## src/rtl/multicycle_controller_pkg.sv

```systemverilog
// Shared definitions for the multicycle controller: opcodes, FSM states,
// instruction classes and datapath mux-select encodings.
package multicycle_controller_pkg;

  localparam int unsigned OP_W  = 7;
  localparam int unsigned ST_W  = 4;
  localparam int unsigned SEL_W = 2;

  localparam logic [OP_W-1:0] OP_LOAD   = 7'b0000011;
  localparam logic [OP_W-1:0] OP_STORE  = 7'b0100011;
  localparam logic [OP_W-1:0] OP_RTYPE  = 7'b0110011;
  localparam logic [OP_W-1:0] OP_ITYPE  = 7'b0010011;
  localparam logic [OP_W-1:0] OP_BRANCH = 7'b1100011;
  localparam logic [OP_W-1:0] OP_JAL    = 7'b1101111;

  typedef enum logic [ST_W-1:0] {
    S_FETCH    = 4'd0,
    S_DECODE   = 4'd1,
    S_MEMADR   = 4'd2,
    S_MEMREAD  = 4'd3,
    S_MEMWB    = 4'd4,
    S_MEMWRITE = 4'd5,
    S_EXECUTER = 4'd6,
    S_EXECUTEI = 4'd7,
    S_ALUWB    = 4'd8,
    S_BEQ      = 4'd9,
    S_JAL      = 4'd10
  } state_e;

  typedef enum logic [2:0] {
    CLS_LOAD,
    CLS_STORE,
    CLS_RTYPE,
    CLS_ITYPE,
    CLS_BRANCH,
    CLS_JAL,
    CLS_ILLEGAL
  } instr_class_e;

  localparam logic ADR_PC  = 1'b0;
  localparam logic ADR_ALU = 1'b1;

  localparam logic [SEL_W-1:0] RES_ALUOUT = 2'b00;
  localparam logic [SEL_W-1:0] RES_DATA   = 2'b01;
  localparam logic [SEL_W-1:0] RES_ALURES = 2'b10;

  localparam logic [SEL_W-1:0] SRCA_PC    = 2'b00;
  localparam logic [SEL_W-1:0] SRCA_OLDPC = 2'b01;
  localparam logic [SEL_W-1:0] SRCA_RS1   = 2'b10;

  localparam logic [SEL_W-1:0] SRCB_RS2  = 2'b00;
  localparam logic [SEL_W-1:0] SRCB_IMM  = 2'b01;
  localparam logic [SEL_W-1:0] SRCB_FOUR = 2'b10;

  localparam logic [SEL_W-1:0] ALUOP_ADD   = 2'b00;
  localparam logic [SEL_W-1:0] ALUOP_SUB   = 2'b01;
  localparam logic [SEL_W-1:0] ALUOP_FUNCT = 2'b10;

  localparam logic [SEL_W-1:0] IMM_I = 2'b00;
  localparam logic [SEL_W-1:0] IMM_S = 2'b01;
  localparam logic [SEL_W-1:0] IMM_B = 2'b10;
  localparam logic [SEL_W-1:0] IMM_J = 2'b11;

endpackage

```

## src/rtl/multicycle_controller_opcode_classifier.sv

```systemverilog
// Combinational opcode decode into an instruction class and immediate format;
// unsupported optional instructions are reported as illegal.
module opcode_classifier
  import multicycle_controller_pkg::*;
#(
  parameter bit SUPPORT_IMM_ALU = 1'b1,
  parameter bit SUPPORT_JAL     = 1'b1
) (
  input  logic [OP_W-1:0]  opcode,
  output instr_class_e     instr_class,
  output logic [SEL_W-1:0] imm_src
);

  always_comb begin
    instr_class = CLS_ILLEGAL;
    imm_src     = IMM_I;
    case (opcode)
      OP_LOAD:   instr_class = CLS_LOAD;
      OP_STORE:  begin instr_class = CLS_STORE; imm_src = IMM_S; end
      OP_RTYPE:  instr_class = CLS_RTYPE;
      OP_ITYPE:  instr_class = SUPPORT_IMM_ALU ? CLS_ITYPE : CLS_ILLEGAL;
      OP_BRANCH: begin instr_class = CLS_BRANCH; imm_src = IMM_B; end
      OP_JAL:    begin instr_class = SUPPORT_JAL ? CLS_JAL : CLS_ILLEGAL; imm_src = IMM_J; end
      default:   instr_class = CLS_ILLEGAL;
    endcase
  end

endmodule

```

## src/rtl/multicycle_controller.sv

```systemverilog
// Moore control FSM for a multicycle RISC-V style datapath with memory
// handshake stalls and a sticky illegal-opcode flag.
module multicycle_controller
  import multicycle_controller_pkg::*;
#(
  parameter bit SUPPORT_IMM_ALU = 1'b1,
  parameter bit SUPPORT_JAL     = 1'b1
) (
  input  logic             clk,
  input  logic             rst_n,
  input  logic [OP_W-1:0]  opcode,
  input  logic             zero,
  input  logic             mem_ready,
  output logic             pc_write,
  output logic             adr_src,
  output logic             mem_write,
  output logic             ir_write,
  output logic [SEL_W-1:0] result_src,
  output logic [SEL_W-1:0] alu_src_a,
  output logic [SEL_W-1:0] alu_src_b,
  output logic [SEL_W-1:0] alu_op,
  output logic [SEL_W-1:0] imm_src,
  output logic             reg_write,
  output logic             illegal_op,
  output logic [ST_W-1:0]  state
);

  state_e       state_q, state_d;
  logic         illegal_q, illegal_d;
  instr_class_e instr_class;

  opcode_classifier #(
    .SUPPORT_IMM_ALU (SUPPORT_IMM_ALU),
    .SUPPORT_JAL     (SUPPORT_JAL)
  ) u_classifier (
    .opcode      (opcode),
    .instr_class (instr_class),
    .imm_src     (imm_src)
  );

  always_ff @(posedge clk or negedge rst_n) begin
    if (!rst_n) begin
      state_q   <= S_FETCH;
      illegal_q <= 1'b0;
    end else begin
      state_q   <= state_d;
      illegal_q <= illegal_d;
    end
  end

  // Next-state selection; unused encodings fall back to FETCH.
  always_comb begin
    state_d   = S_FETCH;
    illegal_d = illegal_q;
    case (state_q)
      S_FETCH:    state_d = mem_ready ? S_DECODE : S_FETCH;
      S_DECODE: begin
        case (instr_class)
          CLS_LOAD, CLS_STORE: state_d = S_MEMADR;
          CLS_RTYPE:           state_d = S_EXECUTER;
          CLS_ITYPE:           state_d = S_EXECUTEI;
          CLS_BRANCH:          state_d = S_BEQ;
          CLS_JAL:             state_d = S_JAL;
          default: begin
            state_d   = S_FETCH;
            illegal_d = 1'b1;
          end
        endcase
      end
      S_MEMADR:   state_d = (opcode == OP_LOAD) ? S_MEMREAD : S_MEMWRITE;
      S_MEMREAD:  state_d = mem_ready ? S_MEMWB : S_MEMREAD;
      S_MEMWB:    state_d = S_FETCH;
      S_MEMWRITE: state_d = mem_ready ? S_FETCH : S_MEMWRITE;
      S_EXECUTER: state_d = S_ALUWB;
      S_EXECUTEI: state_d = S_ALUWB;
      S_ALUWB:    state_d = S_FETCH;
      S_BEQ:      state_d = S_FETCH;
      S_JAL:      state_d = S_ALUWB;
      default:    state_d = S_FETCH;
    endcase
  end

  // Moore outputs; fetch strobes are masked while reset is held.
  always_comb begin
    pc_write   = 1'b0;
    adr_src    = ADR_PC;
    mem_write  = 1'b0;
    ir_write   = 1'b0;
    result_src = RES_ALUOUT;
    alu_src_a  = SRCA_PC;
    alu_src_b  = SRCB_RS2;
    alu_op     = ALUOP_ADD;
    reg_write  = 1'b0;
    case (state_q)
      S_FETCH: begin
        alu_src_b  = SRCB_FOUR;
        result_src = RES_ALURES;
        ir_write   = mem_ready & rst_n;
        pc_write   = mem_ready & rst_n;
      end
      S_DECODE: begin
        alu_src_a = SRCA_OLDPC;
        alu_src_b = SRCB_IMM;
      end
      S_MEMADR: begin
        alu_src_a = SRCA_RS1;
        alu_src_b = SRCB_IMM;
      end
      S_MEMREAD:  adr_src = ADR_ALU;
      S_MEMWB: begin
        result_src = RES_DATA;
        reg_write  = 1'b1;
      end
      S_MEMWRITE: begin
        adr_src   = ADR_ALU;
        mem_write = 1'b1;
      end
      S_EXECUTER: begin
        alu_src_a = SRCA_RS1;
        alu_op    = ALUOP_FUNCT;
      end
      S_EXECUTEI: begin
        alu_src_a = SRCA_RS1;
        alu_src_b = SRCB_IMM;
        alu_op    = ALUOP_FUNCT;
      end
      S_ALUWB:    reg_write = 1'b1;
      S_BEQ: begin
        alu_src_a = SRCA_RS1;
        alu_op    = ALUOP_SUB;
        pc_write  = zero;
      end
      S_JAL: begin
        alu_src_a = SRCA_OLDPC;
        alu_src_b = SRCB_FOUR;
        pc_write  = 1'b1;
      end
      default: ;
    endcase
  end

  assign illegal_op = illegal_q;
  assign state      = state_q;

endmodule

```

## config.mk

```make
export PLATFORM = sky130hd
export DESIGN_NAME = multicycle_controller
export DESIGN_NICKNAME = d
export VERILOG_FILES = /design/src/rtl/multicycle_controller_pkg.sv /design/src/rtl/multicycle_controller_opcode_classifier.sv /design/src/rtl/multicycle_controller.sv
export SDC_FILE = /design/constraint.sdc
export NUM_CORES = 1
export LEC_CHECK = 0
export ABC_CLOCK_PERIOD_IN_PS = 1500
export BUFFER_PORTS_ARGS = -buffer_cell sky130_fd_sc_hd__buf_2
export CORE_AREA = 2 2 41 43
export CTS_CLUSTER_DIAMETER = 40
export DETAILED_ROUTE_END_ITERATION = 12
export DIE_AREA = 0 0 43 45
export GPL_TIMING_DRIVEN = 0
export HOLD_SLACK_MARGIN = 0.12
export PLACE_DENSITY_LB_ADDON = 0.12
export REMOVE_ABC_BUFFERS = 1
export SLEW_MARGIN = 40
export SYNTH_ARGS = -nofsm -noshare
export SYNTH_HDL_FRONTEND = slang
export SYNTH_HIERARCHICAL = 1
export SYNTH_SLANG_ARGS = --single-unit
```

## constraint.sdc

```tcl
create_clock -name clk -period 1.5 [get_ports clk]
set_input_delay 0.15 -clock clk [delete_from_list [all_inputs] [get_ports clk]]
set_output_delay 0.15 -clock clk [all_outputs]
set_load 0.03 [all_outputs]
```

==> flow_metrics.py, run 1 <==
metrics = {
    "logic_synthesis": {
        "yosys-mux-area-fraction_pct": 0,
        "post-synth-top-area-cell": "dfrtp_1",
        "yosysTopAreaCellShare_pct": 21.0,
        "syn_area_sq_um": 597,
        "synth_xor_area_share_pct": 5.87,
        "synth_compound_area_share_pct": 24.1,
        "syn_avg_cell_area_sq_um": 7.55,
        "syn_inst": 79,
        "yosysSeqAreaShare_pct": 21.0,
        "synthTopCellsByArea": "dfrtp_1 21%, nand2b_1 5.2%, nand2_1 4.4%",
        "synth_common_cells": "7 x nand2_1, 7 x nor2_1, 5 x a21oi_1, 5 x dfrtp_1, 5 x nand2b_1",
        "synthDistinctLibCells": 34,
        "synth_async_sr_flop_share_pct": 100,
        "synth_seq_cells": 5,
        "ys_warn_count": 6,
        "synth-simple-area-share_pct": 42.1,
        "synth_fa_ha_area_share_pct": 0,
        "synth_top_family_by_area": "simple AND/OR/NAND/NOR gates",
        "synth_edf_count": 0,
        "synthFlopType": "dfrtp_1",
    },
    "clocking": {
        "cts_made_buffers": 3,
        "insertion_delay_ns": 0.25,
        "cts_buffer_depth": 2,
        "htree_levels": 1,
        "clkTransAtPathRegs_ns": 0.05,
        "cts_tree": "yes",
        "cts_root_buf": "clkbuf_4",
        "cts.sinks": 5,
    },
    "floorplanning": {
        "core-area_sq_um": 1470,
        "die_y_microns": 45,
        "pin_count": 31,
        "die_width_microns": 43,
        "start_util_pct": 40.6,
        "num_rows": 14,
        "fp.dieArea_sq_um": 1940,
    },
    "critical_path": {
        "r2r_start": "state[0]$_DFF_PN0_",
        "r2r_setup_slack_ns": 0.05,
        "r2r-end": "state[1]$_DFF_PN0_",
        "worstPathRequired_ns": 1.35,
        "end_kind": "output port",
        "path_class": "reg2out",
        "worst-path-max-fanout": 7,
        "crit_path_start": "state[1]$_DFF_PN0_",
        "arrival_ns": 1.46,
        "start_kind": "flip-flop",
        "reg2reg_depth": 4,
    },
    "route": {
        "drt_iter0_drc": 17,
        "wire_per_inst_microns": 13.3,
        "vias_per_cell": 5.61,
        "vias": 769,
        "drc_errors": 0,
        "firstDrtPassIters": 4,
        "wl_mm": 1.83,
        "ant_nets": 0,
    },
    "timing": {
        "fin_ws_ns": -0.108,
        "setup_viol": 7,
        "tightest_slew_ns": 0.305,
        "max_clock_freq_mhz": 622,
        "clock-skew-final_ns": 0.00850,
        "report.final.slew_viol_count": 0,
        "period_share_pct": 107,
        "rsz0062_at_grt": "yes",
        "relSlewSlack_pct": 79.4,
        "final_hold_viol_count": 0,
        "fin_crit_ns": 1.61,
        "whs_ns": 0.258,
    },
    "grt": {
        "gr-total-overflow": 0,
        "grt_pass1_wl_mm": 2.89,
        "antenna_found_initial": 0,
        "grt_pass1_vias": 664,
        "grt_usage_pct": 20.3,
        "grt_max_degree": 9,
    },
    "pwr": {
        "power_leakage_nw": 0.465,
        "powerDensity_nw_per_um2": 666,
        "power_mw": 0.669,
        "ir_worst_vdd_uv": 429,
    },
    "place": {
        "io_buffers": 30,
        "hpwl_mm": 1.05,
        "gp_congestion": 0.797,
        "placed_cells": 121,
    },
    "layout": {
        "diodes": 0,
        "area_growth_pct": 68.1,
        "drive_gt1_share_pct": 52.1,
        "nets": 133,
        "final_cells": 137,
    },
    "run_status": {
        "status": "finished with violations",
        "violations": "setup timing",
    },
    "hold_path": {
        "hold_path.class": "in2async",
    },
    "flow_run": {
        "maxCapViolCount": 0,
    },
}
[cell usage in the layout, fill, tap and decap left out, types with 3 or more instances in the layout]
| cell type | synthesis | layout |
|---|---|---|
| nand2_1 | 7 | 6 |
| o311ai_0 | 3 | 3 |
| a21oi_1 | 5 | 5 |
| and3b_1 | 3 | 3 |
| buf_2 | 0 | 20 |
| nor2_1 | 7 | 6 |
| buf_6 | 2 | 4 |
| nand2b_4 | 0 | 3 |
| nor3_1 | 4 | 3 |
| buf_4 | 1 | 16 |
| nand3_1 | 3 | 3 |
| dfrtp_2 | 0 | 4 |
| clkbuf_4 | 0 | 3 |
[routing by layer]
| layer | vias to the layer above | part of all wire, % | track usage (%) |
|---|---|---|---|
| li1 | 383 | - | - |
| met1 | 354 | 43 | 23.6 |
| met2 | 30 | 51 | 33.0 |
| met3 | 2 | 5.3 | 7.60 |
| met4 | 0 | 0.88 | 10.3 |
| met5 | - | 0 | 0 |
[what timing repair did]
action                                  CTS  global route
pin swaps                                 0             5
endpoints found under the setup margin   13            13
setup buffers                            11             0
gates resized for setup                  17            22
hold buffers                              1             0
endpoints found under the hold margin     5             0
[through the flow]
| stage | setup slack (ns) | cell area [sq um] | utilization, % | setup TNS, ns |
|---|---|---|---|---|
| floorplan | -1.21 | 563 | - | -4.14 |
| global placement | -0.170 | 733 | 49.8 | -0.517 |
| detailed placement | -0.183 | 733 | 49.8 | -0.522 |
| CTS | -0.0870 | 918 | 62.4 | -0.285 |
| global route | -0.170 | 1000 | 68.2 | -0.793 |
| finish | -0.108 | 1000 | 68.2 | -0.247 |
[worst max-delay path: stages (launching register included)]
cell      delay [ns]
dfrtp_2         0.48
nor4_4          0.25
and3_4          0.22
o21bai_1        0.10
buf_4           0.17
[cell type report]
cell class | count | area (sq um)
Multi-Input combinational cell | 68 | 522
Clock buffer | 4 | 26.3
Tap cell | 16 | 20.0
Inverter | 2 | 10.0
Timing Repair Buffer | 42 | 295
Fill cell | 123 | 468
Sequential cell | 5 | 130
[worst max-delay path by stage]
stage | cells past startpoint | endpoint
5_1_grt | 4 | pc_write
4_1_cts | 4 | pc_write
3_5_place_dp | 4 | alu_src_b[0]
3_3_place_gp | 4 | alu_src_b[0]
2_1_floorplan | 3 | pc_write
6_report | 4 | pc_write
[sequential cells by signal, indices dropped and copies added (netlist names)]
name / flops
illegal_op: 1
state: 4
[power breakdown]
| group | switching (mW) | internal [mW] | leakage, nW |
|---|---|---|---|
| Combinational | 0.195 | 0.149 | 0.394 |
| Clock | 0.0628 | 0.101 | 0.0150 |
| Sequential | 0.0169 | 0.143 | 0.0565 |
| Total | 0.275 | 0.394 | 0.465 |
[kinds of logic (layout without fill, tap and decap cells)]
kind of cell | after synthesis | in the layout
flops | 5 | 5
xor+xnor | 4 | 4
simple gates | 44 | 44
compound gates | 20 | 20
buf+inv | 6 | 48
(Power assumes the default switching activity.)
==> inputs of run 2 (changes only) <==
Settings changed: ABC_AREA set to 1, CORE_AREA 2 2 41 43 to 2 2 45 47, DIE_AREA 0 0 43 45 to 0 0 47 49.
==> flow_metrics.py, run 2 <==
metrics = {
    "run_status": {
        "status": "completed",
    },
    "grt": {
        "gr-total-overflow": 0,
        "grt_pass1_wl_mm": 2.58,
        "met2_usage_pct": 25.6,
        "grt_use_met3_pct": 3.70,
        "antenna_found_initial": 0,
        "gr-max-usage-layer": "met2",
        "grt_usage_pct": 15.1,
        "grt_max_degree": 8,
        "grt_util_met1_pct": 16.7,
        "grt_pass1_vias": 655,
    },
    "clocking": {
        "htree_levels": 1,
        "clkTransAtPathRegs_ns": 0.04,
        "cts_tree": "yes",
        "cts.sinks": 5,
        "cts_buffer_depth": 2,
        "insertion_delay_ns": 0.24,
        "cts_made_buffers": 3,
        "cts_root_buf": "clkbuf_4",
    },
    "timing": {
        "relSlewSlack_pct": 81.5,
        "tightest_slew_ns": 0.276,
        "final_hold_viol_count": 0,
        "fin_crit_ns": 1.47,
        "period_share_pct": 98.1,
        "clock-skew-final_ns": 0.00405,
        "rsz0062_at_grt": "yes",
        "max_clock_freq_mhz": 680,
        "setup_viol": 0,
        "setup_tns_ns": 0,
        "whs_ns": 0.240,
        "report.final.slew_viol_count": 0,
    },
    "critical_path": {
        "arrival_ns": 1.32,
        "worst-path-max-fanout": 4,
        "crit_end": "alu_src_b[0]",
        "worstPathRequired_ns": 1.35,
        "r2r_setup_slack_ns": 0.39,
        "path_class": "reg2out",
        "crit_path_start": "state[2]$_DFF_PN0_",
        "r2r-end": "state[3]$_DFF_PN0_",
        "r2r_start": "state[2]$_DFF_PN0_",
        "reg2reg_depth": 6,
        "end_kind": "output port",
        "start_kind": "flip-flop",
    },
    "logic_synthesis": {
        "synthFlopType": "dfrtp_1",
        "syn_inst": 103,
        "synth_seq_cells": 5,
        "post-synth-top-area-cell": "dfrtp_1",
        "syn_avg_cell_area_sq_um": 5.92,
        "synth_edf_count": 0,
        "syn_area_sq_um": 609,
        "synth_async_sr_flop_share_pct": 100,
        "synthDistinctLibCells": 17,
        "synthTopCellsByArea": "dfrtp_1 21%, nand2_1 17%, nand3_1 9.9%",
        "yosysMostFrequentCell": "nand2_1",
        "yosysTopAreaCellShare_pct": 20.5,
        "ys_warn_count": 6,
        "synth_common_cells": "27 x nand2_1, 16 x inv_1, 12 x nand3_1, 11 x nor2_1, 7 x nand2_2",
        "yosysSeqAreaShare_pct": 20.5,
    },
    "layout": {
        "area_growth_pct": 46.4,
        "nets": 153,
        "largest_reg_flops": 4,
        "layout_common_cells": "26 x nand2_1, 25 x buf_2, 14 x inv_1",
        "diodes": 0,
        "final_common_cell": "nand2_1",
        "drive_gt1_share_pct": 46.8,
    },
    "route": {
        "wire_per_inst_microns": 8.88,
        "ant_nets": 0,
        "vias": 726,
        "drc_errors": 0,
        "wl_mm": 1.49,
        "drt_iter0_drc": 3,
        "vias_per_cell": 4.32,
        "firstDrtPassIters": 4,
    },
    "pwr": {
        "p_sw_mw": 0.215,
        "powerDensity_nw_per_um2": 602,
        "ir_worst_vdd_uv": 356,
        "power_frac_comb_pct": 43.6,
        "seq_power_share_pct": 28.4,
        "netSwitchingFraction_pct": 40.1,
        "power_leakage_nw": 0.547,
        "clockPowerShare_pct": 28.0,
        "internal-power_mw": 0.322,
    },
    "hold_path": {
        "hold_path.class": "in2reg",
        "hold_start": "opcode[4]",
    },
    "floorplanning": {
        "pin_count": 31,
        "core-area_sq_um": 1840,
        "num_rows": 16,
        "die_width_microns": 47,
        "fp.dieArea_sq_um": 2300,
        "start_util_pct": 33.1,
        "die_y_microns": 49,
    },
    "place": {
        "io_buffers": 30,
        "gp_congestion": 0.811,
        "hpwl_mm": 1.30,
    },
    "flow_run": {
        "maxCapViolCount": 0,
    },
}
[run 2: changes by cell type after synthesis, moves of 4 or more]
cell      change
nand2b_1      -5
nand2_1      +20
nand3_1       +9
nand2_2       +7
nor2_1        +4
nor2b_1       -4
inv_1        +14
nor2_2        +4
nor2_4        +5
[run 2: per-layer routing]
metal | vias to the layer above | routed length [microns]
met5 | - | 0
met4 | 0 | 0
li1 | 393 | -
met3 | 0 | 86
met1 | 311 | 605
met2 | 22 | 800
[run 2: logic make-up after synthesis]
kind of cell,after synthesis,synth area share [%]
and+or+nand+nor,72,60.4
AOI/OAI and AO/OA,6,6.37
DFF,5,20.5
buffers and inverters,20,12.7
[run 2: area by class of cell]
cell class	count	area, sq um
fill	217	950
multi-input combinational	78	427
timing repair buffer	34	199
sequential	5	129
inverter	20	77.6
tap	27	33.8
clock buffer	4	26.3
[run 2: worst min path at each step]
stage / to / slack (ns) / cells past startpoint
after CTS: state[1]$_DFF_PN0_ / 0.23 / 4
after global placement: illegal_op$_DFFE_PN0P_ / -0.03 / 1
after floorplan: illegal_op$_DFFE_PN0P_ / -0.15 / 0
after detailed placement: state[2]$_DFF_PN0_ / -0.03 / 1
after global routing: state[1]$_DFF_PN0_ / 0.26 / 4
final: state[1]$_DFF_PN0_ / 0.24 / 4
[run 2: power by group through the flow]
stage	logic (mW)	registers, mW	clock network (mW)
2_1_floorplan	0.137	0.159	0
3_3_place_gp	0.211	0.150	0
3_5_place_dp	0.213	0.150	0
4_1_cts	0.229	0.149	0.157
5_1_grt	0.257	0.153	0.167
6_report	0.234	0.153	0.150
[run 2: through the flow]
| stage | setup WS [ns] | cell area, sq um | util [%] | std cells | power (mW) |
|---|---|---|---|---|---|
| final | 0.0288 | 892 | 48.4 | 168 | 0.537 |
| after global routing | -0.0600 | 892 | 48.4 | 168 | 0.577 |
| after CTS | -0.00835 | 870 | 47.2 | 168 | 0.535 |
| after detailed placement | 0.0732 | 793 | 43.1 | 160 | 0.363 |
| after global placement | 0.0631 | 793 | 43.1 | 160 | 0.361 |
| after floorplan | -0.157 | 609 | - | 103 | 0.297 |
[run 2: critical path: stages (launching register included)]
cell,delay [ns]
dfrtp_1,0.41
nor2_4,0.18
buf_4,0.15
nand2_1,0.07
o211ai_1,0.09
buf_4,0.19
[run 2: timing repair]
item	CTS	global route
hold buffers	1	0
hold endpoints to repair	5	0
buffers inserted	3	0
setup endpoints to repair	5	8
gates resized for setup	7	10
pin swaps	2	3
